===== config.mk =====
export PLATFORM = sky130hd
export DESIGN_NAME = jtsdram_bank_check_flat
export DESIGN_NICKNAME = d
export VERILOG_FILES = /design/src/rtl/jtsdram_bank_check_if.sv /design/src/rtl/jtsdram_bank_check.sv /design/src/flat_wrapper.sv
export SDC_FILE = /design/constraint.sdc
export NUM_CORES = 1
export LEC_CHECK = 0
export ABC_AREA = 1
export CORE_ASPECT_RATIO = 1.1
export CORE_MARGIN = 3
export CORE_UTILIZATION = 50
export CTS_BUF_LIST = sky130_fd_sc_hd__clkbuf_4
export CTS_CLUSTER_SIZE = 20
export DETAILED_ROUTE_END_ITERATION = 8
export PLACE_DENSITY = 0.78
export SYNTH_ARGS = -nofsm -noshare
export SYNTH_HDL_FRONTEND = slang
export SYNTH_SLANG_ARGS = --single-unit

===== constraint.sdc =====
create_clock -name clk -period 6 [get_ports clk]
set_clock_uncertainty 0.05 [all_clocks]
set_input_delay 1.2 -clock clk [delete_from_list [all_inputs] [get_ports clk]]
set_output_delay 1.2 -clock clk [all_outputs]
set_load 0.005 [all_outputs]

===== src/rtl/jtsdram_bank_check_if.sv =====
// ---------------------------------------------------------------------------
// jtsdram_bank_check_if
// Request/response bus between the bank tester and one SDRAM bank port.
//
//   addr       word address of the current access
//   rd         read request, held until ack
//   wr         write request, held until ack
//   din        write data, valid while wr is high
//   ack        request accepted by the bank port
//   rdy        access complete; data_read is valid for reads
//   data_read  read data returned by the bank port
//
// master: the tester (drives requests); slave: the SDRAM bank port.
// ---------------------------------------------------------------------------
interface jtsdram_bank_check_if #(
  parameter int AW = 22,
  parameter int DW = 32
);
  logic [AW-1:0] addr;
  logic          rd;
  logic          wr;
  logic [DW-1:0] din;
  logic          ack;
  logic          rdy;
  logic [DW-1:0] data_read;

  modport master (
    output addr, rd, wr, din,
    input  ack, rdy, data_read
  );

  modport slave (
    input  addr, rd, wr, din,
    output ack, rdy, data_read
  );
endinterface


===== src/rtl/jtsdram_bank_check.sv =====
// ---------------------------------------------------------------------------
// jtsdram_bank_check
// SDRAM bank tester. After a start pulse it optionally fills the whole bank
// with a selectable 16-bit pattern (replicated across the data width), then
// reads every word back and compares it against the same pattern. Mismatches
// are counted (saturating) and the address of the first one is kept.
//
// Parameters
//   AW     address width in words; the sweep covers 0 .. 2^AW-1
//   DW     data width, a multiple of 16
//   ECW    error counter width
//   WR_EN  1: write phase then read phase; 0: read phase only
//
// Ports
//   clk        system clock
//   rst_n      asynchronous reset, active low
//   LVBL       high: new requests may be issued; low: hold off new requests
//   start      one-cycle pulse, (re)starts the test from any state
//   mode       pattern select, sampled at start
//                0 constant seed, 1 address^seed, 2 checkerboard, 3 LFSR
//   seed       pattern seed, sampled at start
//   bus        master side of the bank request/response bus
//   busy       test running
//   done       sweep finished, held until the next start
//   bad        at least one mismatch since start
//   err_cnt    number of mismatching words, saturating at all-ones
//   first_bad  address of the first mismatch, 0 if none
// ---------------------------------------------------------------------------
module jtsdram_bank_check #(
  parameter int AW    = 22,
  parameter int DW    = 32,
  parameter int ECW   = 16,
  parameter bit WR_EN = 1'b1
) (
  input  logic                 clk,
  input  logic                 rst_n,
  input  logic                 LVBL,
  input  logic                 start,
  input  logic [1:0]           mode,
  input  logic [15:0]          seed,
  jtsdram_bank_check_if.master bus,
  output logic                 busy,
  output logic                 done,
  output logic                 bad,
  output logic [ECW-1:0]       err_cnt,
  output logic [AW-1:0]        first_bad
);

  localparam logic [2:0] ST_IDLE  = 3'd0;
  localparam logic [2:0] ST_WREQ  = 3'd1;
  localparam logic [2:0] ST_WWAIT = 3'd2;
  localparam logic [2:0] ST_RREQ  = 3'd3;
  localparam logic [2:0] ST_RWAIT = 3'd4;
  localparam logic [2:0] ST_DONE  = 3'd5;

  localparam int REP = DW / 16;

  // ------------------------------------------------------------------------
  // State
  // ------------------------------------------------------------------------
  logic [2:0]     state_reg,     state_next;
  logic [AW-1:0]  addr_reg,      addr_next;
  logic           rd_reg,        rd_next;
  logic           wr_reg,        wr_next;
  logic [DW-1:0]  din_reg,       din_next;
  logic           busy_reg,      busy_next;
  logic           done_reg,      done_next;
  logic           bad_reg,       bad_next;
  logic [ECW-1:0] err_cnt_reg,   err_cnt_next;
  logic [AW-1:0]  first_bad_reg, first_bad_next;
  logic [1:0]     mode_reg,      mode_next;
  logic [15:0]    seed_reg,      seed_next;
  logic [15:0]    lfsr_reg,      lfsr_next;

  // ------------------------------------------------------------------------
  // Pattern generation
  // ------------------------------------------------------------------------
  logic [15:0]   addr16;
  logic [15:0]   seed_eff;
  logic [15:0]   lfsr_step;
  logic [15:0]   pat16;
  logic [DW-1:0] expect_word;
  logic          addr_last;
  logic          err_sat;
  logic          mismatch;

  // Address-mode pattern uses the low 16 address bits, zero-extended when
  // the bank is smaller than 64k words.
  generate
    if (AW >= 16) begin : g_addr_wide
      assign addr16 = addr_reg[15:0];
    end else begin : g_addr_narrow
      assign addr16 = {{(16-AW){1'b0}}, addr_reg};
    end
  endgenerate

  // An all-zero LFSR would lock up, so seed 0 in LFSR mode becomes 1.
  assign seed_eff = (mode == 2'd3 && seed == 16'd0) ? 16'h0001 : seed;

  // Fibonacci LFSR x^16+x^14+x^13+x^11+1: shift left, feedback into bit 0.
  assign lfsr_step = {lfsr_reg[14:0],
                      lfsr_reg[15] ^ lfsr_reg[13] ^ lfsr_reg[12] ^ lfsr_reg[10]};

  always_comb begin
    pat16 = seed_reg;
    case (mode_reg)
      2'd0:    pat16 = seed_reg;
      2'd1:    pat16 = addr16 ^ seed_reg;
      2'd2:    pat16 = seed_reg ^ {16{addr_reg[0]}};
      default: pat16 = lfsr_reg;
    endcase
  end

  // The 16-bit pattern is replicated across the full data width.
  genvar gi;
  generate
    for (gi = 0; gi < REP; gi++) begin : g_rep
      assign expect_word[gi*16 +: 16] = pat16;
    end
  endgenerate

  assign addr_last = &addr_reg;
  assign err_sat   = &err_cnt_reg;
  assign mismatch  = (bus.data_read != expect_word);

  // ------------------------------------------------------------------------
  // Next-state logic
  // ------------------------------------------------------------------------
  always_comb begin
    state_next     = state_reg;
    addr_next      = addr_reg;
    rd_next        = rd_reg;
    wr_next        = wr_reg;
    din_next       = din_reg;
    busy_next      = busy_reg;
    done_next      = done_reg;
    bad_next       = bad_reg;
    err_cnt_next   = err_cnt_reg;
    first_bad_next = first_bad_reg;
    mode_next      = mode_reg;
    seed_next      = seed_reg;
    lfsr_next      = lfsr_reg;

    if (start) begin
      // Restart wins over everything; an access in flight is abandoned and
      // any ack/rdy arriving this cycle is ignored.
      addr_next      = '0;
      rd_next        = 1'b0;
      wr_next        = 1'b0;
      busy_next      = 1'b1;
      done_next      = 1'b0;
      bad_next       = 1'b0;
      err_cnt_next   = '0;
      first_bad_next = '0;
      mode_next      = mode;
      seed_next      = seed_eff;
      lfsr_next      = seed_eff;
      state_next     = WR_EN ? ST_WREQ : ST_RREQ;
    end else begin
      case (state_reg)
        ST_WREQ: begin
          // LVBL only gates issuing; it never aborts an access.
          if (LVBL) begin
            wr_next    = 1'b1;
            din_next   = expect_word;
            state_next = ST_WWAIT;
          end
        end

        ST_WWAIT: begin
          if (bus.ack) wr_next = 1'b0;
          // ack and rdy may land together; both are handled here.
          if (bus.rdy) begin
            wr_next = 1'b0;
            if (addr_last) begin
              // Write phase complete: rewind for the read-back pass.
              addr_next  = '0;
              lfsr_next  = seed_reg;
              state_next = ST_RREQ;
            end else begin
              addr_next  = addr_reg + 1'b1;
              lfsr_next  = lfsr_step;
              state_next = ST_WREQ;
            end
          end
        end

        ST_RREQ: begin
          if (LVBL) begin
            rd_next    = 1'b1;
            state_next = ST_RWAIT;
          end
        end

        ST_RWAIT: begin
          if (bus.ack) rd_next = 1'b0;
          if (bus.rdy) begin
            rd_next = 1'b0;
            if (mismatch) begin
              bad_next = 1'b1;
              if (!err_sat) err_cnt_next = err_cnt_reg + 1'b1;
              // Only the very first failing address is kept.
              if (!bad_reg) first_bad_next = addr_reg;
            end
            if (addr_last) begin
              done_next  = 1'b1;
              busy_next  = 1'b0;
              state_next = ST_DONE;
            end else begin
              addr_next  = addr_reg + 1'b1;
              lfsr_next  = lfsr_step;
              state_next = ST_RREQ;
            end
          end
        end

        // IDLE and DONE hold every output until the next start.
        default: begin
          state_next = state_reg;
        end
      endcase
    end
  end

  // ------------------------------------------------------------------------
  // Registers
  // ------------------------------------------------------------------------
  always_ff @(posedge clk or negedge rst_n) begin
    if (!rst_n) begin
      state_reg     <= ST_IDLE;
      addr_reg      <= '0;
      rd_reg        <= 1'b0;
      wr_reg        <= 1'b0;
      din_reg       <= '0;
      busy_reg      <= 1'b0;
      done_reg      <= 1'b0;
      bad_reg       <= 1'b0;
      err_cnt_reg   <= '0;
      first_bad_reg <= '0;
      mode_reg      <= 2'd0;
      seed_reg      <= 16'd0;
      lfsr_reg      <= 16'd0;
    end else begin
      state_reg     <= state_next;
      addr_reg      <= addr_next;
      rd_reg        <= rd_next;
      wr_reg        <= wr_next;
      din_reg       <= din_next;
      busy_reg      <= busy_next;
      done_reg      <= done_next;
      bad_reg       <= bad_next;
      err_cnt_reg   <= err_cnt_next;
      first_bad_reg <= first_bad_next;
      mode_reg      <= mode_next;
      seed_reg      <= seed_next;
      lfsr_reg      <= lfsr_next;
    end
  end

  // ------------------------------------------------------------------------
  // Outputs
  // ------------------------------------------------------------------------
  assign bus.addr  = addr_reg;
  assign bus.rd    = rd_reg;
  assign bus.wr    = wr_reg;
  assign bus.din   = din_reg;
  assign busy      = busy_reg;
  assign done      = done_reg;
  assign bad       = bad_reg;
  assign err_cnt   = err_cnt_reg;
  assign first_bad = first_bad_reg;

endmodule


===== src/flat_wrapper.sv =====
// flat-port wrapper written by rule: the top's interface ports become plain ports
module jtsdram_bank_check_flat 
#(
  parameter int AW    = 22,
  parameter int DW    = 32,
  parameter int ECW   = 16,
  parameter bit WR_EN = 1'b1
)
  (clk, rst_n, LVBL, start, mode, seed, busy, done, bad, err_cnt, first_bad, bus_addr, bus_rd, bus_wr, bus_din, bus_ack, bus_rdy, bus_data_read);
  jtsdram_bank_check_if #(.AW(AW), .DW(DW)) bus_i ();
  input  logic clk;
  input  logic rst_n;
  input  logic LVBL;
  input  logic start;
  input  logic [1:0] mode;
  input  logic [15:0] seed;
  output logic busy;
  output logic done;
  output logic bad;
  output logic [ECW-1:0] err_cnt;
  output logic [AW-1:0] first_bad;
  output wire logic [$bits(bus_i.addr)-1:0] bus_addr;
  output wire logic [$bits(bus_i.rd)-1:0] bus_rd;
  output wire logic [$bits(bus_i.wr)-1:0] bus_wr;
  output wire logic [$bits(bus_i.din)-1:0] bus_din;
  input wire logic [$bits(bus_i.ack)-1:0] bus_ack;
  input wire logic [$bits(bus_i.rdy)-1:0] bus_rdy;
  input wire logic [$bits(bus_i.data_read)-1:0] bus_data_read;
  assign bus_addr = bus_i.addr;
  assign bus_rd = bus_i.rd;
  assign bus_wr = bus_i.wr;
  assign bus_din = bus_i.din;
  assign bus_i.ack = bus_ack;
  assign bus_i.rdy = bus_rdy;
  assign bus_i.data_read = bus_data_read;
  jtsdram_bank_check #(.AW(AW), .DW(DW), .ECW(ECW), .WR_EN(WR_EN)) u_core (.clk(clk), .rst_n(rst_n), .LVBL(LVBL), .start(start), .mode(mode), .seed(seed), .bus(bus_i), .busy(busy), .done(done), .bad(bad), .err_cnt(err_cnt), .first_bad(first_bad));
endmodule

# After elaboration in Yosys (flattened, before gate mapping)

Cells that the tools add are included.

Bits in registers: 134
Output and inout bits: 97
Bits of input ports: 56
Logic and storage cells: 111

Equality and inequality tests: 17
Reductions and logical operators: 22
Muxes and demuxes: 51
Bitwise gates (word level): 6
Add/subtract/negate cells: 2

Operators by type and width:

| operator                                                              | count |
|---|---|
| 22-bit two-way mux                                                    | 10 |
| 16-bit two-way mux                                                    | 11 |
| 16-bit one-hot mux with 3 select lines                                | 1 |
| 22-bit one-hot mux with 2 select lines                                | 1 |
| 32-bit inequality test                                                | 1 |
| 16-bit one-hot mux with 2 select lines                                | 1 |
| 16-bit XOR                                                            | 2 |
| 22-bit by 1-bit adder with 22-bit output, second input constant       | 1 |
| 22-bit AND reduction                                                  | 1 |
| 3-bit two-way mux                                                     | 6 |
| 1-bit two-way mux                                                     | 17 |
| 16-bit by 1-bit adder with 16-bit output, second input constant       | 1 |
| 16-bit zero test                                                      | 1 |
| 16-bit AND reduction                                                  | 1 |
| 3-bit inequality test, second input constant                          | 5 |
| 3-bit AND reduction                                                   | 5 |
| 3-bit one-hot mux with 4 select lines                                 | 1 |
| 4-bit AND reduction                                                   | 3 |
| 3-bit nonzero test                                                    | 3 |
| 4-bit inequality test, second input constant                          | 2 |
| 2-bit nonzero test                                                    | 4 |
| 3-bit by 2-bit equality test with 1-bit output, second input constant | 2 |
| 5-bit AND reduction                                                   | 1 |
| 5-bit nonzero test                                                    | 1 |
| other kinds (11)                                                      | 16 |

# Depth between registers and ports, before layout

Gate-level depths: netlist of the first run.

Depth in word-level cells: 7
Mapped depth: 21
Mapped depth without buffers: 20

# Worst setup path before layout of the first run

Ideal clock, no wire load.

Kind: input to register
Start point: input start
End point: register u_core.err_cnt_reg[10] (netlist: u_core.err_cnt[10])
Required time: 5.884 ns
Library setup time: 0.066 ns
Cell stages on the path: 7
Data arrival time: 2.444 ns
Slack: 3.439 ns
Cell sequence: clkbuf_1 > nor2_1 > nor2_1 > buf_2 > clkbuf_1 > nand4_1 > nand2_1

Cells in the longest elaborated chain, start to end: 2
Elaborated cells on any way between the ends: 6

Ends and longest elaborated chain:

| item                                                                  | line                      | text |
|---|---|---|
| start, declared                                                       | flat_wrapper.sv:14        | `input logic start;` |
| 2-bit inequality test (no line) or 2-bit nonzero test (tied branches) | -                         |  |
| 4-bit AND reduction (no line)                                         | -                         |  |
| end signal, assigned                                                  | jtsdram_bank_check.sv:252 | `err_cnt_reg <= err_cnt_next;` |
| end, declared                                                         | jtsdram_bank_check.sv:69  | `logic [ECW-1:0] err_cnt_reg, err_cnt_next;` |

Several ways; a longest one is shown, not always the timed one.
A chain may end at the register's enable or synchronous reset.

# Worst setup path after layout of the first run

Start point: register u_core.mode_reg[1]
End point: register u_core.first_bad_reg[8] (netlist: u_core.first_bad[8])

Cells in the longest elaborated chain, start to end: 5
Elaborated cells on any way between the ends: 7

Ends and longest elaborated chain:

| item                                        | line                      | text |
|---|---|---|
| start, declared                             | jtsdram_bank_check.sv:71  | `logic [1:0] mode_reg, mode_next;` |
| start signal, assigned                      | jtsdram_bank_check.sv:254 | `mode_reg <= mode_next;` |
| 2-bit equality test (tied with other cells) | jtsdram_bank_check.sv:106 | `case (mode_reg)` |
| 16-bit one-hot mux with 3 select lines *    | jtsdram_bank_check.sv:106 |  |
| 32-bit inequality test *                    | jtsdram_bank_check.sv:124 | `assign mismatch = (bus.data_read != expect_word);` |
| 2-bit nonzero test (no line) *              | -                         |  |
| 4-bit AND reduction (no line) *             | -                         |  |
| end signal, assigned                        | jtsdram_bank_check.sv:253 | `first_bad_reg <= first_bad_next;` |
| end, declared                               | jtsdram_bank_check.sv:70  | `logic [AW-1:0] first_bad_reg, first_bad_next;` |

Mark *: on every way between the ends. The rest lies on a longest branch, timed or not.

==> results of run 1 <==
## layout make-up
cell class	instances	area [µm²]	area share, %
Multi-Input combinational cell	765	3650	40.0
Sequential cell	118	2950	32.4
Timing Repair Buffer	157	1550	17.0
Inverter	110	413	4.53
Tap cell	188	235	2.58
Clock inverter	15	186	2.05
Clock buffer	17	128	1.40
## kinds of logic (layout without fill, tap and decap cells)
family          Yosys count  in the layout  share of synthesized area (%)
compound gates          174            174                           12.8
xor+xnor                 13             13                           1.55
fa+ha+maj                 6              6                           1.02
buf+inv                 172            299                           10.3
flops                   118            118                           40.1
mux                       1              1                          0.153
simple gates            571            571                           34.0
## stage by stage
stage               cell area [µm²]  utilization (%)
CTS                            9120             64.8
detailed placement             8800             62.5
finish                         9120             64.8
global placement               8800             62.5
floorplan                      7360                -
global route                   9120             64.8
## final timing paths
path,slack (ps),startpoint,to
setup / recovery,2320,u_core.mode_reg[1]$_DFFE_PN0P_,u_core.first_bad[8]$_DFFE_PN0P_
hold / removal,430,u_core.first_bad[14]$_DFFE_PN0P_,u_core.first_bad[14]$_DFFE_PN0P_
setup reg to reg,2320,u_core.mode_reg[1]$_DFFE_PN0P_,u_core.first_bad[8]$_DFFE_PN0P_
hold reg to reg,430,u_core.first_bad[14]$_DFFE_PN0P_,u_core.first_bad[14]$_DFFE_PN0P_
max in group asynchronous,4030,rst_n,u_core.seed_reg[6]$_DFFE_PN0P_
min in group asynchronous,660,rst_n,u_core.err_cnt[6]$_DFFE_PN0P_
## critical path, stage by stage (launching register included)
cell and delay [ps]:
dfrtp_1 410, inv_1 70, ha_1 690, nand2_1 110, o21ai_1 240, nand2_1 130
nand2_1 80, nand2_1 40, nor2_1 340, nand3_1 140, nor2_1 130, nand2_2 450
nand3_2 550, nand2_1 120, nand2_1 80
## power groups by stage
stage / Clock [µW] / Combinational, µW / Sequential, µW
finish: 649 / 1020 / 1060
CTS: 664 / 1020 / 1060
detailed placement: 0 / 1010 / 1080
floorplan: 0 / 630 / 1060
global route: 698 / 1140 / 1080
global placement: 0 / 1000 / 1070
## metal layers
metal  track usage (%)  routed length (µm)  up-vias
li1                  -                   -     3696
met2              41.8                9980      283
met4              7.85                 480        2
met5                 0                  11        -
met3              6.41                1540       44
met1              35.8                9210     3494
## cells in the final DEF, fill, tap and decap left out, types with 2 or more instances in the layout
cell type,synthesis,layout
o21ai_0,91,91
clkinv_2,0,3
clkbuf_4,0,17
inv_1,107,107
nor3b_1,3,3
ha_1,6,6
nor2_2,2,3
dfrtp_1,118,118
clkinvlp_4,0,3
nor2_1,84,83
nor3_1,15,15
inv_2,3,3
nand3b_1,14,14
xor2_1,7,7
bufinv_16,0,4
xnor2_1,6,6
a21oi_1,53,53
nand2_2,4,4
clkinv_4,0,2
clkdlybuf4s50_1,0,150
a31oi_1,2,2
nor4_1,9,9
nand2_1,316,316
or2_2,2,2
nand4_1,43,43
buf_4,18,6
a22oi_1,18,18
nand3_1,72,72
clkinv_1,0,3
nand3_2,3,3
==> metrics.csv, run 1 <==
metric,value,unit
dieArea,16200,µm²
startpoint_type,flop,
leakage,0.00430,µW
cts_sinks,118,
dp_hpwl,15200,µm
rows,45,
post_drt_wl_per_cell,15.5,µm
final.setup.tns,0,ps
cts-root-buf,clkbuf_4,
synth_top_area_cell,dfrtp_1,
ys.flop_type,dfrtp_1,
pre_cts_ws,1980,ps
switching_power,991,µW
rr_worst_depth,14,
syn_nets,1117,
start_util,52.3,%
numCtsBuffers,17,
vias,7519,
ys_seq_elements,118,
p_comb_share,37.4,%
synthTopCellsByCount,"nand2_1 (316), dfrtp_1 (118), inv_1 (107), o21ai_0 (91), nor2_1 (84)",
instances_no_fill,1370,
diodes,0,
clockBufferDepth,2,
ir_worst_vdd,0.147,mV
setup_viol,0,
power,2740,µW
period_needed,3680,ps
drv_cap,0,
hold_slack,432,ps
insertion_delay,570,ps
ys_warn_count,0,
crit_path_max_fanout,41,
wl,21200,µm
yosysTopAreaCellShare,40.1,%
cts_setup_buffers,0,
drt-vias-per-instance,5.49,
io_buffers,152,
max_freq,0.272,GHz
core_area,14100,µm²
cts_max_level,4,
finalMaxSlewViolations,0,
fin_crit_sh,61.4,%
cts_tree,yes,
routabilityCongestion,0.904,
n_fill_cell,1308,
grt_max_degree,106,
netlist_instances,1055,
hold_depth,2,
setup_slack,2320,ps
swShare,36.2,%
synth_cell_types,42,
worst_pin_slew,1050,ps
rsz0062_at_grt,false,
powerDensity,300,nW/µm²
critPathKind,reg2reg,
drc,0,
internal-power,1750,µW
min-delay-path-class,reg2reg,
grt_pass1_vias,6887,
end_kind,flop,
seqPwrFrac,38.9,%
synth_edf_count,0,
die-height,133,µm
ant_nets,0,
cp.required,6450,ps
clk_pin_slew_worst_paths,110,ps
ys_seq_area_share,40.1,%
synthTopCellsByArea,"dfrtp_1 (40%), nand2_1 (16%), o21ai_0 (6.2%), inv_1 (5.5%), nand3_1 (4.9%)",
status,"finished, final reports clean",
syn_area,7360,µm²
grt.overflow.total,0,
arrival,4140,ps
clock_power_share,23.7,%
fp.dieW,122,µm
io_pins,153,
cts_resized,0,
dr.first_iter.drc_count,708,
area_delta_synth_final,23.9,%
synthArstFlopShare,100,%
grt_usage,26.4,%
antenna_found_initial,1,
drt_pass1_iterations,6,
synth_most_common_cell,nand2_1,
dp_cells,1338,
fin_nets,1231,
hold_viol_final,0,
grt_pass1_wl,34300,µm
drive_above_1_share,4.65,%
timing.slew.headroom,29.7,%
syn_area_per_cell,6.97,µm²
cts-hold-fix-buffers,0,
(Power assumes the default switching activity.)
==> run 2, diff against run 1 <==
--- a/config.mk
+++ b/config.mk
@@ -8,11 +8,11 @@
 export ABC_AREA = 1
 export CORE_ASPECT_RATIO = 1.1
 export CORE_MARGIN = 3
-export CORE_UTILIZATION = 50
+export CORE_UTILIZATION = 48
 export CTS_BUF_LIST = sky130_fd_sc_hd__clkbuf_4
 export CTS_CLUSTER_SIZE = 20
 export DETAILED_ROUTE_END_ITERATION = 8
-export PLACE_DENSITY = 0.78
+export PLACE_DENSITY = 0.79
 export SYNTH_ARGS = -nofsm -noshare
 export SYNTH_HDL_FRONTEND = slang
 export SYNTH_SLANG_ARGS = --single-unit
==> constraint.sdc (replaced) <==
create_clock -name clk -period 3.1 [get_ports clk]
set_clock_uncertainty 0.05 [all_clocks]
set_input_delay 0.62 -clock clk [delete_from_list [all_inputs] [get_ports clk]]
set_output_delay 0.62 -clock clk [all_outputs]
set_load 0.005 [all_outputs]
==> metrics.csv, run 2 (synthesized netlist as in run 1, its figures left out) <==
metric,value,unit,change
rows,46,,+2.2%
drt-vias-per-instance,5.54,,+0.96%
drt-met1-wl,9300,µm,+0.94%
io_buffers,152,,unchanged
ant_nets,0,,unchanged
seqPwrFrac,40.4,%,+1.5 points
utilization,62.4,%,-2.4 points
final.setup.tns,0,ps,unchanged
area_delta_synth_final,24.9,%,
status,"finished, final reports clean",,
period_needed,2920,ps,-764 ps
hold_viol_final,0,,unchanged
die-height,136,µm,+2.0%
start_util,49.9,%,-2.3 points
grt_usage,26.4,%,+0.044 points
fin_crit_sh,94.1,%,+33 points
insertion_delay,540,ps,-30 ps
cts_tree,yes,,
critPathKind,reg2reg,,
grt.overflow.total,0,,unchanged
antenna_found_initial,1,,unchanged
numCtsBuffers,17,,unchanged
dp_hpwl,16100,µm,+5.9%
wl_met3,1410,µm,-8.2%
grt_pass1_vias,7094,,+3.0%
stdcell_area,9190,µm²,+0.84%
rr_worst_depth,15,,+1
max_freq,0.343,GHz,+26%
setup_viol,0,,unchanged
cts_sinks,118,,unchanged
most-common-layout-cells,"nand2_1 (316), clkdlybuf4s50_1 (150), dfrtp_1 (118), inv_1 (107), o21ai_0 (91)",,
n_fill_cell,1401,,+7.1%
clock_power_share,20.2,%,-3.5 points
post_drt_wl_per_cell,15.7,µm,+1.0%
fp.dieW,124,µm,+2.0%
powerDensity,558,nW/µm²,+86%
switching_power,1880,µW,+90%
dp_cells,1357,,+1.4%
worst_pin_slew,822,ps,-229 ps
min-delay-path-class,in2async,,
clockBufferDepth,2,,unchanged
cts_setup_buffers,0,,unchanged
crit_path_max_fanout,16,,-61%
cts-hold-fix-buffers,0,,unchanged
place_area,8940,µm²,+1.6%
wl,21700,µm,+2.3%
startpoint_type,flop,,
highest_layer,met4,,
core_area,14700,µm²,+4.7%
cts_max_level,4,,unchanged
cts-root-buf,clkbuf_4,,
internal-power,3260,µW,+87%
leakage,0.00436,µW,+1.2%
p_comb_share,39.4,%,+2.0 points
fin_nets,1246,,+1.2%
io_pins,153,,unchanged
ir_worst_vdd,0.341,mV,+130%
vias,7685,,+2.2%
timing.slew.headroom,45.2,%,+15 points
rr_endpoint,u_core.err_cnt[3]$_DFFE_PN0P_,,
wl_met2,10500,µm,+4.7%
worst-r2r-setup-slack,180,ps,-2140 ps
drc,0,,unchanged
instances_no_fill,1387,,+1.2%
grt_max_degree,91,,-14%
drt_pass1_iterations,5,,-1
cp.required,3530,ps,-2920 ps
dieArea,16900,µm²,+4.0%
power,5130,µW,+88%
swShare,36.6,%,+0.37 points
end_kind,flop,,
routabilityCongestion,0.873,,-3.4%
final_common_cell,nand2_1,,
grt_pass1_wl,35200,µm,+2.6%
rsz0062_at_grt,false,,
arrival,3350,ps,-790 ps
timing.rr.start,u_core.mode_reg[1]$_DFFE_PN0P_,,
finalMaxSlewViolations,0,,unchanged
clk_pin_slew_worst_paths,100,ps,about the same
drv_cap,0,,unchanged
drive_above_1_share,5.36,%,+0.71 points
dr.first_iter.drc_count,853,,+20%
[run 2: cell types whose count changed in the layout (fill, tap and decap cells not counted)]
cell / previous run / this run
diode_2: 0 / 1
clkinv_1: 3 / 6
clkinv_2: 3 / 1
clkinvlp_4: 3 / 0
buf_12: 0 / 2
clkinv_4: 2 / 0
bufinv_16: 4 / 2
clkbuf_4: 17 / 20
buf_4: 6 / 19
nand3_4: 0 / 1
nand3_2: 3 / 2
[run 2: how the worst max path moves through the flow]
| stage | cells past startpoint | slack (ps) | to | start |
|---|---|---|---|---|
| after floorplan | 19 | 750 | u_core.first_bad[16]$_DFFE_PN0P_ | u_core.mode_reg[1]$_DFFE_PN0P_ |
| after global placement | 15 | 330 | u_core.first_bad[19]$_DFFE_PN0P_ | u_core.mode_reg[1]$_DFFE_PN0P_ |
| after detailed placement | 15 | 230 | u_core.first_bad[11]$_DFFE_PN0P_ | u_core.mode_reg[1]$_DFFE_PN0P_ |
| after CTS | 15 | 210 | u_core.first_bad[11]$_DFFE_PN0P_ | u_core.mode_reg[1]$_DFFE_PN0P_ |
| after global routing | 15 | 30 | u_core.err_cnt[6]$_DFFE_PN0P_ | u_core.mode_reg[1]$_DFFE_PN0P_ |
| final | 15 | 180 | u_core.err_cnt[3]$_DFFE_PN0P_ | u_core.mode_reg[1]$_DFFE_PN0P_ |
[run 2: per-stage QoR]
stage	setup slack [ps]	hold slack [ps]
after floorplan	753	274
after global placement	334	407
after detailed placement	230	416
after CTS	210	74.2
after global routing	28.2	103
final	182	71.1
[run 2: critical path, cell delays in order (launching register included)]
cell and delay [ps]:
dfrtp_1 430, inv_1 80, ha_1 450, buf_4 200, nand3_1 80, nand2_1 140, a21oi_1 90, nor2_1 140
nand3_1 140, nor2_1 210, nand3_1 100, nor2_1 120, nand2_2 160, nand3_2 300, nand2_1 100, nand2_1 70
[run 2: layer usage]
layer,track usage (%),up-vias
met3,3.87,49
met2,42.2,326
met4,8.76,0
met1,36.9,3598
li1,-,3712
met5,0,-
[run 2: timing repair]
action	4_1_cts	5_1_grt
setup endpoints to repair	0	15
endpoints found under the hold margin	0	0
resized for setup	0	1
[run 2: final cells by class]
| cell class | count | area [µm²] | share of cell area (%) |
|---|---|---|---|
| Antenna cell | 1 | 2.50 | 0.0272 |
| Clock buffer | 20 | 150 | 1.63 |
| Clock inverter | 9 | 87.6 | 0.953 |
| Inverter | 110 | 413 | 4.49 |
| Multi-Input combinational cell | 765 | 3660 | 39.8 |
| Sequential cell | 118 | 2950 | 32.1 |
| Tap cell | 192 | 240 | 2.61 |
| Timing Repair Buffer | 172 | 1690 | 18.4 |
[run 2: power by group through the flow]
stage,Clock [µW],Combinational [µW],Sequential (µW)
finish,1040,2020,2070
global route,1120,2270,2120
CTS,1050,2020,2070
detailed placement,0,2010,2100
global placement,0,1970,2090
floorplan,0,1220,2050
==> run 3, diff against run 2 <==
--- a/config.mk
+++ b/config.mk
@@ -12,7 +12,7 @@
 export CTS_BUF_LIST = sky130_fd_sc_hd__clkbuf_4
 export CTS_CLUSTER_SIZE = 20
 export DETAILED_ROUTE_END_ITERATION = 8
-export PLACE_DENSITY = 0.79
+export PLACE_DENSITY_LB_ADDON = 0.1
 export SYNTH_ARGS = -nofsm -noshare
 export SYNTH_HDL_FRONTEND = slang
 export SYNTH_SLANG_ARGS = --single-unit
==> metrics.csv, run 3 (synthesized netlist as in run 1, its figures left out) <==
metric,value,unit,change
cts_max_level,4,,unchanged
insertion_delay,560,ps,+20 ps
n_fill_cell,1424,,+1.6%
numCtsBuffers,17,,unchanged
wl,21800,µm,+0.51%
cts_setup_buffers,0,,unchanged
setup_viol,0,,unchanged
final.setup.tns,0,ps,unchanged
dieArea,16900,µm²,unchanged
drt_pass1_iterations,6,,+1
fp.dieW,124,µm,unchanged
finalMaxSlewViolations,0,,unchanged
arrival,3220,ps,-130 ps
crit_path_max_fanout,18,,+2
drt-met1-wl,10000,µm,+7.8%
end_kind,flop,,
max_stage_delay,390,ps,-60 ps
vias,7498,,-2.4%
startpoint_type,flop,,
cts-hold-fix-buffers,0,,unchanged
fin_nets,1246,,unchanged
ant_nets,0,,unchanged
routabilityCongestion,0.985,,+13%
io_buffers,152,,unchanged
hold_slack,2.76,ps,-68.3 ps
cp.required,3510,ps,-20 ps
final_common_cell,nand2_1,,
die-height,136,µm,unchanged
rsz0062_at_grt,false,,
rows,46,,unchanged
crit_path_cell_trace,"inv_1, ha_1, nand2_4, nand3_1, nand2_1, o21ai_1, nand2_1, nand2_1, nand2_1, nand2_1, nor2_1, nand2_1, nor2_1, nand2_2, nand3_2, nand2_1, nand2_1",,
leakage,0.00436,µW,+0.12%
dr.first_iter.drc_count,814,,-4.6%
worst-path-buf-inv,1,,-1
cts_resized,0,,unchanged
cp_common_cell,nand2_1,,
core_area,14700,µm²,unchanged
path_delay_family,simple AND/OR/NAND/NOR gates,,
clk_pin_slew_worst_paths,130,ps,+30 ps
grt_usage,26.9,%,+0.49 points
cp_slowest_cell,dfrtp_1,,
drc,0,,unchanged
wl_met3,1610,µm,+14%
cts_sinks,118,,unchanged
clockBufferDepth,2,,unchanged
cts-root-buf,clkbuf_4,,
status,"finished, final reports clean",,
area_delta_synth_final,25.7,%,
start_util,49.9,%,unchanged
powerDensity,574,nW/µm²,+2.7%
cts_tree,yes,,
drive_above_1_share,6.10,%,+0.74 points
worst_pin_slew,864,ps,+42.2 ps
grt_pass1_wl,35400,µm,+0.67%
diodes,0,,-1
post_drt_wl_per_cell,15.7,µm,+0.37%
ir_worst_vdd,0.260,mV,-24%
max_freq,0.355,GHz,+3.5%
wl_met2,9670,µm,-7.4%
grt_max_degree,95,,+4.4%
drt-vias-per-instance,5.40,,-2.6%
grt_pass1_vias,6891,,-2.9%
drv_cap,0,,unchanged
io_pins,153,,unchanged
min-delay-path-class,in2async,,
fin_crit_sh,90.9,%,-3.2 points
highest_layer,met4,,
dp_hpwl,16300,µm,+1.3%
grt.overflow.total,0,,unchanged
most-common-layout-cells,"nand2_1 (316), clkdlybuf4s50_1 (150), dfrtp_1 (118), inv_1 (107), o21ai_0 (91)",,
hold_viol_final,0,,unchanged
critPathKind,reg2reg,,
period_needed,2820,ps,-99.6 ps
timing.slew.headroom,42.4,%,-2.8 points
antenna_found_initial,0,,-1
-- run 3: worst paths after layout --
kind | to | cells after the start | startpoint | slack (ps)
worst max register to register | u_core.err_cnt[1]$_DFFE_PN0P_ | 17 | u_core.mode_reg[0]$_DFFE_PN0P_ | 280
worst min register to register | u_core.first_bad[15]$_DFFE_PN0P_ | 2 | u_core.first_bad[15]$_DFFE_PN0P_ | 440
worst max-delay path | u_core.err_cnt[1]$_DFFE_PN0P_ | 17 | u_core.mode_reg[0]$_DFFE_PN0P_ | 280
max in group asynchronous | u_core.seed_reg[6]$_DFFE_PN0P_ | 2 | rst_n | 2110
min in group clk | u_core.first_bad[15]$_DFFE_PN0P_ | 2 | u_core.first_bad[15]$_DFFE_PN0P_ | 440
worst min-delay path | u_core.err_cnt[9]$_DFFE_PN0P_ | 1 | rst_n | 3
-- run 3: layer usage --
| metal | GRT usage, % | vias to the layer above |
|---|---|---|
| met5 | 0 | - |
| met4 | 9.37 | 0 |
| met3 | 5.04 | 40 |
| met2 | 39.6 | 278 |
| met1 | 39.6 | 3461 |
| li1 | - | 3719 |
-- run 3: where the power goes --
group / internal (µW) / switching [µW] / leakage (µW)
Clock: 558 / 663 / 0.000143
Combinational: 942 / 1070 / 0.00269
Sequential: 1830 / 234 / 0.00153
-- run 3: layout make-up --
type | instances | area, µm² | share of cell area, %
Inverter | 110 | 413 | 4.47
Clock buffer | 17 | 128 | 1.38
Sequential cell | 118 | 2950 | 31.9
Timing Repair Buffer | 172 | 1680 | 18.1
Multi-Input combinational cell | 765 | 3660 | 39.6
Tap cell | 192 | 240 | 2.60
Clock inverter | 15 | 179 | 1.94
-- run 3: stage by stage --
step	setup WS (ps)	cells	util, %	cell area (µm²)	power [µW]
2_1_floorplan	753	1055	-	7360	3270
3_5_place_dp	212	1357	60.6	8930	4100
5_1_grt	51.7	1389	62.8	9250	5680
4_1_cts	201	1389	62.7	9240	5330
3_3_place_gp	299	1357	60.6	8930	4070
6_report	282	1389	62.8	9250	5300
